===== src/rtl/shift_arbiter.sv =====
// Purpose: two-requester valid/ready arbiter sharing one 16-bit right barrel shifter,
//          with a single-entry registered result stage.
// Latency: request accepted at edge N, result visible right after edge N; 1 result/cycle.
// Backpressure: result stage full and res_ready low -> no request accepted, outputs hold.
// Ports: clk/rst_n; req0_*/req1_* valid, ready, diff[4:0], data[15:0];
//        res_valid/res_ready/res_data/res_src; busy_cnt = saturating stall counter.
// Optional: define SHIFT_ARB_STICKY_EN to add res_sticky (OR of shifted-out bits).

module barrel_shifter_r (
  input  logic [15:0] num,
  input  logic [4:0]  diff,
  output logic [15:0] shifted_num
);
  logic [15:0] s1, s2, s4, s8;

  // Log shifter: one stage per diff bit; diff[4] alone clears everything.
  assign s1 = diff[0] ? {1'b0,  num[15:1]} : num;
  assign s2 = diff[1] ? {2'b0,  s1[15:2]}  : s1;
  assign s4 = diff[2] ? {4'b0,  s2[15:4]}  : s2;
  assign s8 = diff[3] ? {8'b0,  s4[15:8]}  : s4;
  assign shifted_num = diff[4] ? 16'h0000 : s8;
endmodule

module shift_arbiter #(
  parameter int unsigned FIXED_PRIO = 0
) (
  input  logic        clk,
  input  logic        rst_n,
  input  logic        req0_valid,
  output logic        req0_ready,
  input  logic [4:0]  req0_diff,
  input  logic [15:0] req0_data,
  input  logic        req1_valid,
  output logic        req1_ready,
  input  logic [4:0]  req1_diff,
  input  logic [15:0] req1_data,
  output logic        res_valid,
  input  logic        res_ready,
  output logic [15:0] res_data,
  output logic        res_src,
  output logic [7:0]  busy_cnt
`ifdef SHIFT_ARB_STICKY_EN
  ,
  output logic        res_sticky
`endif
);
  typedef enum logic {EMPTY = 1'b0, FULL = 1'b1} state_t;

  state_t      state;
  logic        last_grant;
  logic        can_accept;
  logic        win_sel;
  logic        accept;
  logic [4:0]  sel_diff;
  logic [15:0] sel_data;
  logic [15:0] shifted;

  assign res_valid  = (state == FULL);
  assign can_accept = (state == EMPTY) | res_ready;

  always_comb begin
    win_sel = 1'b0;
    if (req0_valid && req1_valid)
      win_sel = (FIXED_PRIO != 0) ? 1'b0 : ~last_grant;
    else if (req1_valid)
      win_sel = 1'b1;
  end

  // rst_n gates ready so nothing appears accepted while reset is held.
  assign req0_ready = rst_n & can_accept & req0_valid & ~win_sel;
  assign req1_ready = rst_n & can_accept & req1_valid &  win_sel;
  assign accept     = req0_ready | req1_ready;

  assign sel_diff = win_sel ? req1_diff : req0_diff;
  assign sel_data = win_sel ? req1_data : req0_data;

  barrel_shifter_r u_shifter (
    .num         (sel_data),
    .diff        (sel_diff),
    .shifted_num (shifted)
  );

`ifdef SHIFT_ARB_STICKY_EN
  logic [15:0] lost_mask;
  logic        sticky_nxt;

  // Mask of the bits that fall off the right end; computed beside the shifter.
  assign lost_mask  = sel_diff[4] ? 16'hFFFF : ((16'd1 << sel_diff[3:0]) - 16'd1);
  assign sticky_nxt = |(sel_data & lost_mask);

  always_ff @(posedge clk or negedge rst_n) begin
    if (!rst_n)
      res_sticky <= 1'b0;
    else if (accept)
      res_sticky <= sticky_nxt;
  end
`endif

  always_ff @(posedge clk or negedge rst_n) begin
    if (!rst_n) begin
      state      <= EMPTY;
      res_data   <= 16'h0000;
      res_src    <= 1'b0;
      last_grant <= 1'b1;
      busy_cnt   <= 8'd0;
    end else begin
      case (state)
        EMPTY: begin
          if (accept) begin
            state      <= FULL;
            res_data   <= shifted;
            res_src    <= win_sel;
            last_grant <= win_sel;
          end
        end
        FULL: begin
          // Back-to-back replace when consumer drains and a new request arrives.
          if (accept) begin
            res_data   <= shifted;
            res_src    <= win_sel;
            last_grant <= win_sel;
          end else if (res_ready) begin
            state <= EMPTY;
          end
        end
        default: state <= EMPTY;
      endcase
      if ((req0_valid || req1_valid) && !can_accept && busy_cnt != 8'hFF)
        busy_cnt <= busy_cnt + 8'd1;
    end
  end
endmodule


===== config.mk =====
export PLATFORM = sky130hd
export DESIGN_NAME = shift_arbiter
export DESIGN_NICKNAME = d
export VERILOG_FILES = /design/src/rtl/shift_arbiter.sv
export SDC_FILE = /design/constraint.sdc
export NUM_CORES = 1
export LEC_CHECK = 0
export ABC_AREA = 1
export CORE_UTILIZATION = 42
export DETAILED_ROUTE_END_ITERATION = 7
export HOLD_SLACK_MARGIN = 0.03
export PLACE_DENSITY = 0.83
export SLEW_MARGIN = 30
export SYNTH_ARGS = -nofsm -noshare
export SYNTH_HDL_FRONTEND = slang
export SYNTH_SLANG_ARGS = --single-unit

===== constraint.sdc =====
create_clock -name clk -period 1.6 [get_ports clk]
set_input_delay 0.32 -clock clk [delete_from_list [all_inputs] [get_ports clk]]
set_output_delay 0.32 -clock clk [all_outputs]
set_load 0.005 [all_outputs]

==> flow_summary.yaml, run 1 <==
cells_and_area:
  drive_gt1_share_pct: 32.69
  final_nets: 514
  fin_area_um2: 3906
  diodes: 0
  syn2layout_area_growth_pct: 73.06
  utilization_pct: 76.00
placement:
  place_ws_ns: -0.5122
  hpwl_um: 5091
  numPortBuffers: 74
  place_congestion: 0.9046
  post_dp_cell_area_um2: 3234
worst_setup_path:
  cp-end-kind: "register"
  reg2reg_from: "last_grant$_DFFE_PN1P_"
  crit_type: "reg2reg"
  worst-path-max-fanout: 10
  rrSetupSlack_ns: -0.21
  ff2ff_path_depth: 12
  arrival_ns: 2.02
  cp_data_required_time_ns: 1.81
  r2r-end: "res_data[7]$_DFFE_PN0P_"
  crit_path_start_kind: "register"
floorplanning:
  rows: 26
  die_h_um: 75.31
  core_region_area_um2: 5140
  die_x_um: 75.31
  ios: 75
  die_area_um2: 5672
  initial_utilization_pct: 43.91
global_route:
  grt_pass1_vias: 2679
  grt_first_pass_wirelength_um: 11510
  grt-ovfl-total: 0
  grt_start_max_net_pins: 28
  antenna_found_initial: 0
  grt_use_total_pct: 26.08
synthesis:
  yosysSeqAreaShare_pct: 29.99
  yosysWarnings: 0
  ys_ff_latch: 27
  synth_xor_area_share_pct: 2.716
  synthesis.nets: 403
  synthArstFlopShare_pct: 100.0
  netlist_instances: 355
  yosysTopAreaCellShare_pct: 28.82
  avgSynthCellArea_um2: 6.358
  netlist_area_um2: 2257
  synth_area_leaders: "dfrtp_1 (29%), nand2_1 (26%), nand3_1 (16%)"
  synth_top_area_cell: "dfrtp_1"
  synth_edf_count: 0
  synthMuxAreaShare_pct: 0
  synth_simple_gate_area_share_pct: 52.44
  synth_fa_ha_area_share_pct: 0.5543
  synth_ff_type: "dfrtp_1"
  synth_compound_area_share_pct: 4.878
  synth_cell_type_count: 31
  synth_top_family_by_area: "simple AND/OR/NAND/NOR gates"
clock_tree:
  hold_buffers: 0
  ctsLongestPathBuffers: 2
  cts_tree: "built"
  cts_htree_levels: 1
  cts_buffers: 3
  clk_latency_ns: 0.27
  cts-root-buf: "clkbuf_8"
  cts.clk_slew.worst_paths_ns: 0.09
  cts.sinks: 27
sta:
  min_period_ns: 1.808
  fin_hold_ws_ns: 0.4873
  drv_slew: 0
  fin_crit_sh_pct: 113.0
  final.setup.worst_slack_ns: -0.2076
  setup_violations: 17
  rsz0062_at_grt: "yes"
  relSlewSlack_pct: 76.80
  hold_violations: 0
  fmax_mhz: 553.2
  fin_tns_setup_ns: -2.196
  worst_pin_slew_ns: 0.3480
  finClkSkew_ns: 0.002749
power_and_ir_drop:
  p_int_mw: 1.896
  powerDensity_nw_per_um2: 801.8
  power.leakage_nw: 1.908
  power.switching_mw: 1.236
  clock_power_share_pct: 12.3
  swShare_pct: 39.47
  power_frac_comb_pct: 57.4
  p_seq_share_pct: 30.3
  peakVddDrop_uv: 735.3
hold_path:
  hp-class: "reg2reg"
  hp-start: "res_data[10]$_DFFE_PN0P_"
  holdPathEnd: "res_data[10]$_DFFE_PN0P_"
  whs_path_depth: 2
outcome:
  status: "finished, violations left"
  failed_checks: "negative setup slack"
drt:
  viasPerCell: 5.314
  wire_per_inst_um: 14.72
  drc_errors: 0
  final_antenna_net_count: 0
  drt_iter0_markers: 205
  vias: 2843
  firstDrtPassIters: 5
  wl_um: 7875
job:
  maxCapViolations: 0
==> stage by stage <==
step	std cells	power (mW)
floorplan	355	1.661
global placement	517	2.301
detailed placement	517	2.342
CTS	530	2.891
global route	535	3.344
finish	535	3.132
==> synth_stat cells (2+ instances only) <==
cell type,number
buf_4,4
nand4_1,3
o21ai_2,2
nand2_4,2
nand3_1,71
nand3b_1,10
nand2_2,4
xnor2_1,4
xor2_1,3
a21oi_1,2
inv_1,24
o21ai_0,7
clkbuf_1,3
buf_2,4
inv_2,3
nand2_1,155
dfrtp_1,26
nor2_1,15
==> power groups by stage <==
stage / Sequential, mW / Clock, mW / Combinational [mW]
final: 0.949 / 0.384 / 1.80
after global routing: 0.968 / 0.419 / 1.96
after CTS: 0.948 / 0.394 / 1.55
after detailed placement: 0.956 / 0 / 1.39
after global placement: 0.950 / 0 / 1.35
after floorplan: 0.957 / 0 / 0.704
==> cell type report <==
cell class | instances | area [um2]
multi-input cells | 288 | 1773
fillers | 395 | 1234
repair buffers | 118 | 1190
flip-flops and latches | 27 | 678.2
inverters | 27 | 122.6
well taps | 70 | 87.58
clock buffers | 3 | 41.29
repair inverters | 1 | 8.758
clock inverters | 1 | 5.005
==> cells in the final DEF, fill, tap and decap left out, drive strengths merged <==
cell type | Yosys | routed
o31ai | 1 | 1
nand2 | 162 | 164
nand3 | 72 | 72
clkinv | 0 | 2
a21boi | 1 | 1
xnor2 | 4 | 4
ha | 1 | 1
dlygate4sd2 | 0 | 3
clkinvlp | 0 | 1
xor2 | 3 | 3
nand4 | 3 | 3
dfstp | 1 | 1
nor2 | 16 | 16
o21ai | 10 | 10
clkbuf | 3 | 4
inv | 27 | 26
dfrtp | 26 | 26
clkdlybuf4s50 | 0 | 69
nand3b | 10 | 10
a21oi | 3 | 3
buf | 12 | 45
==> how the worst max path moves through the flow <==
| stage | startpoint | depth (start not counted) | slack, ns | end |
|---|---|---|---|---|
| finish | last_grant$_DFFE_PN1P_ | 12 | -0.21 | res_data[7]$_DFFE_PN0P_ |
| detailed placement | req0_valid | 13 | -0.51 | res_data[0]$_DFFE_PN0P_ |
| global route | last_grant$_DFFE_PN1P_ | 12 | -0.31 | res_data[7]$_DFFE_PN0P_ |
| CTS | last_grant$_DFFE_PN1P_ | 5 | -0.11 | req0_ready |
| floorplan | last_grant$_DFFE_PN1P_ | 13 | 0.03 | res_data[5]$_DFFE_PN0P_ |
| global placement | req0_valid | 6 | -0.50 | req0_ready |
==> logic make-up (layout without fill, tap and decap cells) <==
kind of cell             count (synthesis)  count (layout)
AO/OA/AOI/OAI                           15              15
XOR/XNOR                                 7               7
adder cells (fa/ha/maj)                  1               1
buffers and inverters                   42             150
flip-flops                              27              27
AND/OR/NAND/NOR                        263             265
==> layer usage <==
metal	up-vias	share of wire, %	global-route usage [%]	routed length (um)
met5	-	0	0	0
met4	0	1.4	6.584	109
met3	12	5.6	3.704	440
met2	129	52	47.72	4062
met1	1336	41	32.23	3262
li1	1366	-	-	-
==> flip-flops by register name, summed over array words and instances, names as in the netlist <==
name        cells
busy_cnt        8
last_grant      1
res_data       16
res_src         1
res_valid       1
==> timing repair <==
item	in CTS	in global routing
setup endpoints to repair	20	23
buffers inserted	7	2
cloned	2	3
pin swaps	18	17
gates resized for setup	72	62
==> critical path, cell delays in order (launching register included) <==
cell and delay (ns):
dfstp_2 0.58, nand2_4 0.09, nand2_8 0.13, buf_12 0.12
clkbuf_16 0.14, nand2_1 0.08, nand2_1 0.08, nand2_2 0.08
nand3_2 0.10, nand3_1 0.10, nand3_1 0.11, nand2_1 0.07
nand2_1 0.06
Note: power is estimated with default switching activity, not from simulation.
==> inputs of run 2 (changes only) <==
Settings changed: CORE_UTILIZATION 42 to 40, PLACE_DENSITY 0.83 to 0.8.
==> run 2 against run 1 <==
  * The flow still finishes with violations (negative setup slack)
  * Global-route usage decreased by 2.0 points
  * Sequential share of layout area rose by 0.37 points
  * Sequential cell count unchanged
  * Design area is 2.1% lower
  * Sequential power hardly changed
  * Fmax is 4.0% higher
  * Routed wire length decreased by 7.8%
  * Power shrank 2.8%
  * First-iteration DRC count is 19% higher
  * Register-to-register slack improved by 0.07 ns
  * Critical endpoint is now res_data[3]$_DFFE_PN0P_
  * Largest cell class unchanged
==> flow_summary.yaml, run 2 (synthesis results as in run 1) <==
power_and_ir_drop:
  power.switching_mw: 1.160
  swShare_pct: 38.10
  power.leakage_nw: 1.928
  peakVddDrop_uv: 643.5
  clock_power_share_pct: 12.8
  p_int_mw: 1.884
  powerDensity_nw_per_um2: 795.8
  p_seq_share_pct: 31.1
  power_frac_comb_pct: 56.1
worst_setup_path:
  critPathLaunch: "last_grant$_DFFE_PN1P_"
  worst-path-max-fanout: 7
  critical-path-top-delay-family: "simple AND/OR/NAND/NOR gates"
  worstPathCellList: "nand2_8 > nand2_8 > nand2_4 > nand2_4 > nand2_1 > o21ai_0 > nand3_1 > nand3_1"
  cp_data_required_time_ns: 1.82
  crit_type: "reg2reg"
  critical_path.max_stage_delay_ns: 0.59
  arrival_ns: 1.96
  rrSetupSlack_ns: -0.14
  cp-end-kind: "register"
  reg2reg_from: "last_grant$_DFFE_PN1P_"
  cp_slowest_cell: "dfstp_2"
  crit_end: "res_data[3]$_DFFE_PN0P_"
  ff2ff_path_depth: 8
  path_buf_inv: 0
  r2r-end: "res_data[3]$_DFFE_PN0P_"
  crit_path_start_kind: "register"
  crit_cells: 8
cells_and_area:
  drive_gt1_share_pct: 26.55
  n_fill_cell: 433
  final_nets: 516
  diodes: 0
  seqCellArea_um2: 678.2
  layout.cells.non_filler: 537
  syn2layout_area_growth_pct: 69.46
  largest_reg_flops: 16
  mostFrequentLayoutCells: "nand2_1 (133), clkdlybuf4s50_1 (68), nand3_1 (51), buf_4 (28), dfrtp_1 (25)"
  multi_input_area_um2: 1618
  reg.largest.list: "res_data x16, busy_cnt x8"
  layout_commonest_cell: "nand2_1"
  largest_register: "res_data"
sta:
  rsz0062_at_grt: "yes"
  setup_violations: 16
  fin_hold_ws_ns: 0.3006
  fmax_mhz: 575.4
  finClkSkew_ns: 0.006823
  relSlewSlack_pct: 74.03
  drv_slew: 0
  worst_pin_slew_ns: 0.3855
  min_period_ns: 1.738
  fin_crit_sh_pct: 108.6
  hold_violations: 0
  final.setup.worst_slack_ns: -0.1379
global_route:
  grt-ovfl-total: 0
  grt_pass1_vias: 2596
  antenna_found_initial: 0
  grt_use_total_pct: 24.05
  grt_start_max_net_pins: 28
  grt_first_pass_wirelength_um: 11720
outcome:
  status: "finished, violations left"
  failed_checks: "negative setup slack"
placement:
  numPortBuffers: 74
  place_congestion: 0.8828
  dp_cells: 518
  hpwl_um: 4914
floorplanning:
  die_x_um: 77.12
  die_area_um2: 5947
  rows: 26
  initial_utilization_pct: 42.83
  ios: 75
  core_region_area_um2: 5270
  die_h_um: 77.12
drt:
  wire_per_inst_um: 13.52
  wl_um: 7259
  drc_errors: 0
  drt_iter0_markers: 243
  final_antenna_net_count: 0
  vias: 2813
  viasPerCell: 5.238
  firstDrtPassIters: 5
clock_tree:
  cts-root-buf: "clkbuf_8"
  ctsLongestPathBuffers: 2
  clk_latency_ns: 0.28
  hold_buffers: 0
  cts_tree: "built"
  cts_buffers: 3
  cts.sinks: 27
  cts_htree_levels: 1
  cts.clk_slew.worst_paths_ns: 0.09
hold_path:
  hp-class: "in2async"
job:
  maxCapViolations: 0
-- run 2: cell count changes in the layout (fill, tap and decap cells not counted), moves of 3 or more --
cell / previous run / this run
o21ai_2: 1 / 4
nand3_1: 38 / 51
inv_2: 0 / 3
nand2_2: 35 / 21
nand3_2: 29 / 20
nand3_4: 5 / 1
buf_6: 6 / 3
nand2_1: 116 / 133
-- run 2: final cells by class --
| type | count | share of cell area, % |
|---|---|---|
| inverter | 27 | 2.781 |
| sequential | 27 | 17.73 |
| multi-input combinational | 289 | 42.30 |
| clock inverter | 1 | 0.1308 |
| timing repair buffer | 120 | 33.69 |
| clock buffer | 3 | 1.079 |
| tap | 70 | 2.290 |
-- run 2: through the flow --
stage,utilization (%),power [mW],worst slack [ns],TNS (ns),cell area (um2)
2_1_floorplan,-,1.661,0.03473,0,2257
3_3_place_gp,61.99,2.308,-0.4759,-8.949,3267
3_5_place_dp,61.99,2.337,-0.4995,-9.414,3267
4_1_cts,68.04,2.890,-0.08951,-0.7238,3586
5_1_grt,72.58,3.249,-0.2418,-3.040,3825
6_report,72.58,3.044,-0.1379,-1.395,3825
-- run 2: per-layer routing --
| metal | global-route usage [%] | vias up | share of wire, % |
|---|---|---|---|
| li1 | - | 1375 | - |
| met1 | 32.05 | 1308 | 43 |
| met2 | 39.82 | 114 | 47 |
| met3 | 5.714 | 16 | 7.7 |
| met4 | 4.151 | 0 | 1.7 |
| met5 | 0 | - | 0 |
-- run 2: worst min-delay path by stage --
stage,start,to,slack [ns],depth (start not counted)
after global placement,res_data[12]$_DFFE_PN0P_,res_data[12]$_DFFE_PN0P_,0.47,2
final,rst_n,res_data[1]$_DFFE_PN0P_,0.30,2
after CTS,rst_n,res_data[1]$_DFFE_PN0P_,0.29,2
after detailed placement,res_data[7]$_DFFE_PN0P_,res_data[7]$_DFFE_PN0P_,0.47,2
after floorplan,rst_n,busy_cnt[0]$_DFFE_PN0P_,0.02,0
after global routing,rst_n,res_data[0]$_DFFE_PN0P_,0.31,2
-- run 2: what timing repair did --
action,CTS,global route
hold endpoints to repair,0,0
setup buffers,5,3
setup endpoints to repair,19,25
pin swaps,17,14
gates resized for setup,50,47
gates cloned,5,2
-- run 2: power groups by stage --
stage | Clock (mW) | Sequential [mW] | Combinational (mW)
2_1_floorplan | 0 | 0.957 | 0.704
3_3_place_gp | 0 | 0.951 | 1.36
3_5_place_dp | 0 | 0.952 | 1.39
4_1_cts | 0.401 | 0.940 | 1.55
5_1_grt | 0.419 | 0.971 | 1.86
6_report | 0.388 | 0.948 | 1.71
==> inputs of run 3 (changes only) <==
Settings changed: SETUP_SLACK_MARGIN from default to 0.4, SYNTH_HIERARCHICAL from default to 1.
==> run 3 against run 2 <==
  * The flow still finishes with violations (negative setup slack)
  * Power increased by 5.6%
  * Routed wire length increased by 3.8%
  * Utilization decreased by 1.2 points
  * Clock skew increased by 0.0024 ns
  * Synthesized cell count increased by 4.8%
  * First-iteration DRC count decreased by 42%
  * Worst hold slack improved by 0.20 ns
  * Die area increased by 0.38%
  * Sequential power decreased by 4.4%
  * Global-route usage decreased by 0.65 points
  * Count of clock-buffer cells in the layout unchanged
  * Combinational power increased by 12%
==> flow_summary.yaml, run 3 <==
clock_tree:
  cts.sinks: 27
  cts.clk_slew.worst_paths_ns: 0.10
  ctsLongestPathBuffers: 2
  cts_tree: "built"
  hold_buffers: 0
  cts_htree_levels: 1
  cts_buffers: 3
  cts-root-buf: "clkbuf_8"
  clk_latency_ns: 0.27
cells_and_area:
  syn2layout_area_growth_pct: 72.45
  utilization_pct: 71.40
  reg.largest.list: "res_data x16, busy_cnt x8"
  drive_gt1_share_pct: 45.40
  n_fill_cell: 428
  largest_reg_flops: 16
  largest_register: "res_data"
  layout_commonest_cell: "nand2_1"
  mostFrequentLayoutCells: "nand2_1 (146), nand2_2 (65), clkdlybuf4s50_1 (43), buf_4 (37), nand3_1 (27)"
  layout.cells.non_filler: 561
  final_nets: 538
  diodes: 0
drt:
  wl_um: 7533
  firstDrtPassIters: 4
  vias: 2886
  drc_errors: 0
  final_antenna_net_count: 0
  wire_per_inst_um: 13.43
  drt_iter0_markers: 141
  viasPerCell: 5.144
global_route:
  grt_start_max_net_pins: 28
  grt_pass1_vias: 2680
  grt-ovfl-total: 0
  grt_use_total_pct: 23.40
  antenna_found_initial: 0
  grt_first_pass_wirelength_um: 11550
worst_setup_path:
  arrival_ns: 2.06
  cp_data_required_time_ns: 1.82
  crit_type: "reg2reg"
  crit_path_start_kind: "register"
  cp-end-kind: "register"
  worst-path-max-fanout: 8
placement:
  numPortBuffers: 74
  dp_cells: 523
  place_congestion: 0.9073
  hpwl_um: 4502
floorplanning:
  initial_utilization_pct: 41.40
  die_x_um: 77.27
  ios: 75
  die_h_um: 77.27
  rows: 27
  core_region_area_um2: 5473
  die_area_um2: 5970
synthesis:
  synthArstFlopShare_pct: 100.0
  yosysMostFrequentCell: "nand2_1"
  synth_top_area_cell: "nand2_1"
  synth_cell_type_count: 28
  avgSynthCellArea_um2: 6.091
  synth_area_leaders: "nand2_1 (36%), dfrtp_1 (29%), nand3_1 (11%)"
  synth_edf_count: 0
  synth_ff_type: "dfrtp_1"
  ys_ff_latch: 27
  ys_top_cells_by_count: "nand2_1 (219), nand3_1 (48), dfrtp_1 (26)"
  yosysWarnings: 6
  netlist_instances: 372
  yosysTopAreaCellShare_pct: 36.28
  synthesis.nets: 420
  yosysSeqAreaShare_pct: 29.87
  netlist_area_um2: 2266
sta:
  drv_slew: 0
  finClkSkew_ns: 0.009221
  hold_violations: 0
  final.setup.worst_slack_ns: -0.2380
  relSlewSlack_pct: 77.94
  fin_crit_sh_pct: 114.9
  min_period_ns: 1.838
  setup_violations: 18
  rsz0062_at_grt: "yes"
  worst_pin_slew_ns: 0.3309
  fmax_mhz: 544.1
hold_path:
  hp-class: "reg2reg"
power_and_ir_drop:
  peakVddDrop_uv: 516.1
  power_mw: 3.215
  power.leakage_nw: 2.052
  powerDensity_nw_per_um2: 822.7
job:
  maxCapViolations: 0
outcome:
  failed_checks: "negative setup slack"
  status: "finished, violations left"
[run 3: final timing paths]
check / depth (start not counted) / slack (ns) / start / to
worst max-delay path: 14 / -0.24 / last_grant$_DFFE_PN1P_ / res_data[0]$_DFFE_PN0P_
worst min-delay path: 2 / 0.50 / res_data[5]$_DFFE_PN0P_ / res_data[5]$_DFFE_PN0P_
worst max register to register: 14 / -0.24 / last_grant$_DFFE_PN1P_ / res_data[0]$_DFFE_PN0P_
worst min register to register: 2 / 0.50 / res_data[5]$_DFFE_PN0P_ / res_data[5]$_DFFE_PN0P_
max in group asynchronous: 2 / 0.79 / rst_n / last_grant$_DFFE_PN1P_
min in group asynchronous: 2 / 0.51 / rst_n / busy_cnt[4]$_DFFE_PN0P_
[run 3: area by class of cell]
cell class | count | area (um2) | share of cell area [%]
Tap cell | 72 | 90.09 | 2.305
Clock inverter | 1 | 7.507 | 0.1921
Clock buffer | 3 | 41.29 | 1.057
Sequential cell | 27 | 678.2 | 17.36
Multi-Input combinational cell | 315 | 1888 | 48.32
Inverter | 16 | 90.09 | 2.305
Timing Repair Buffer | 127 | 1112 | 28.47
[run 3: metrics by stage]
stage	TNS, ns	instance area [um2]	hold slack, ns	worst slack, ns
after floorplan	-2.001	2300	0.02441	-0.1762
after global placement	-9.538	3187	0.4535	-0.6173
after detailed placement	-10.29	3187	0.4661	-0.6549
after CTS	-1.869	3777	0.4922	-0.1433
after global routing	-4.230	3908	0.5321	-0.3025
final	-2.938	3908	0.5046	-0.2380
[run 3: report_power, final]
group | internal, mW | switching [mW]
clock network | 0.177 | 0.211
registers | 0.817 | 0.0891
logic | 0.904 | 1.02
[run 3: repair_timing]
action                     4_1_cts  5_1_grt
buffers inserted                29        4
pin swaps                       53       28
setup endpoints to repair       55       41
gates resized for setup        188       59
gates cloned                     1        0
[run 3: cell families after synthesis]
logic type / count (synthesis) / share of synthesized area, %
AND/OR/NAND/NOR: 309 / 59.80
buffers and inverters: 30 / 8.172
flip-flops: 27 / 29.87
XOR/XNOR: 3 / 1.160
AO/OA/AOI/OAI: 2 / 0.4413
adder cells (fa/ha/maj): 1 / 0.5521
[run 3: layer usage]
layer  vias to the layer above  global-route usage (%)  part of all wire (%)  wire (um)
met4                         0                   9.434                   3.9        291
met2                       128                   42.48                    52       3910
met3                        33                   3.214                   6.3        473
met5                         -                       0                     0          0
met1                      1334                   27.38                    38       2858
li1                       1391                       -                     -          -
[run 3: critical path, stage by stage, from the launching register on]
cell and delay (ns):
dfstp_2 0.55, nand2_2 0.06, nand2_4 0.09, buf_12 0.14
buf_8 0.15, nand2_2 0.10, nand2_4 0.09, nand2_4 0.07
nand3_2 0.12, nand3_2 0.11, nand2_1 0.10, nand2_1 0.05
nand2_1 0.06, nand2_1 0.06, nand2_1 0.05
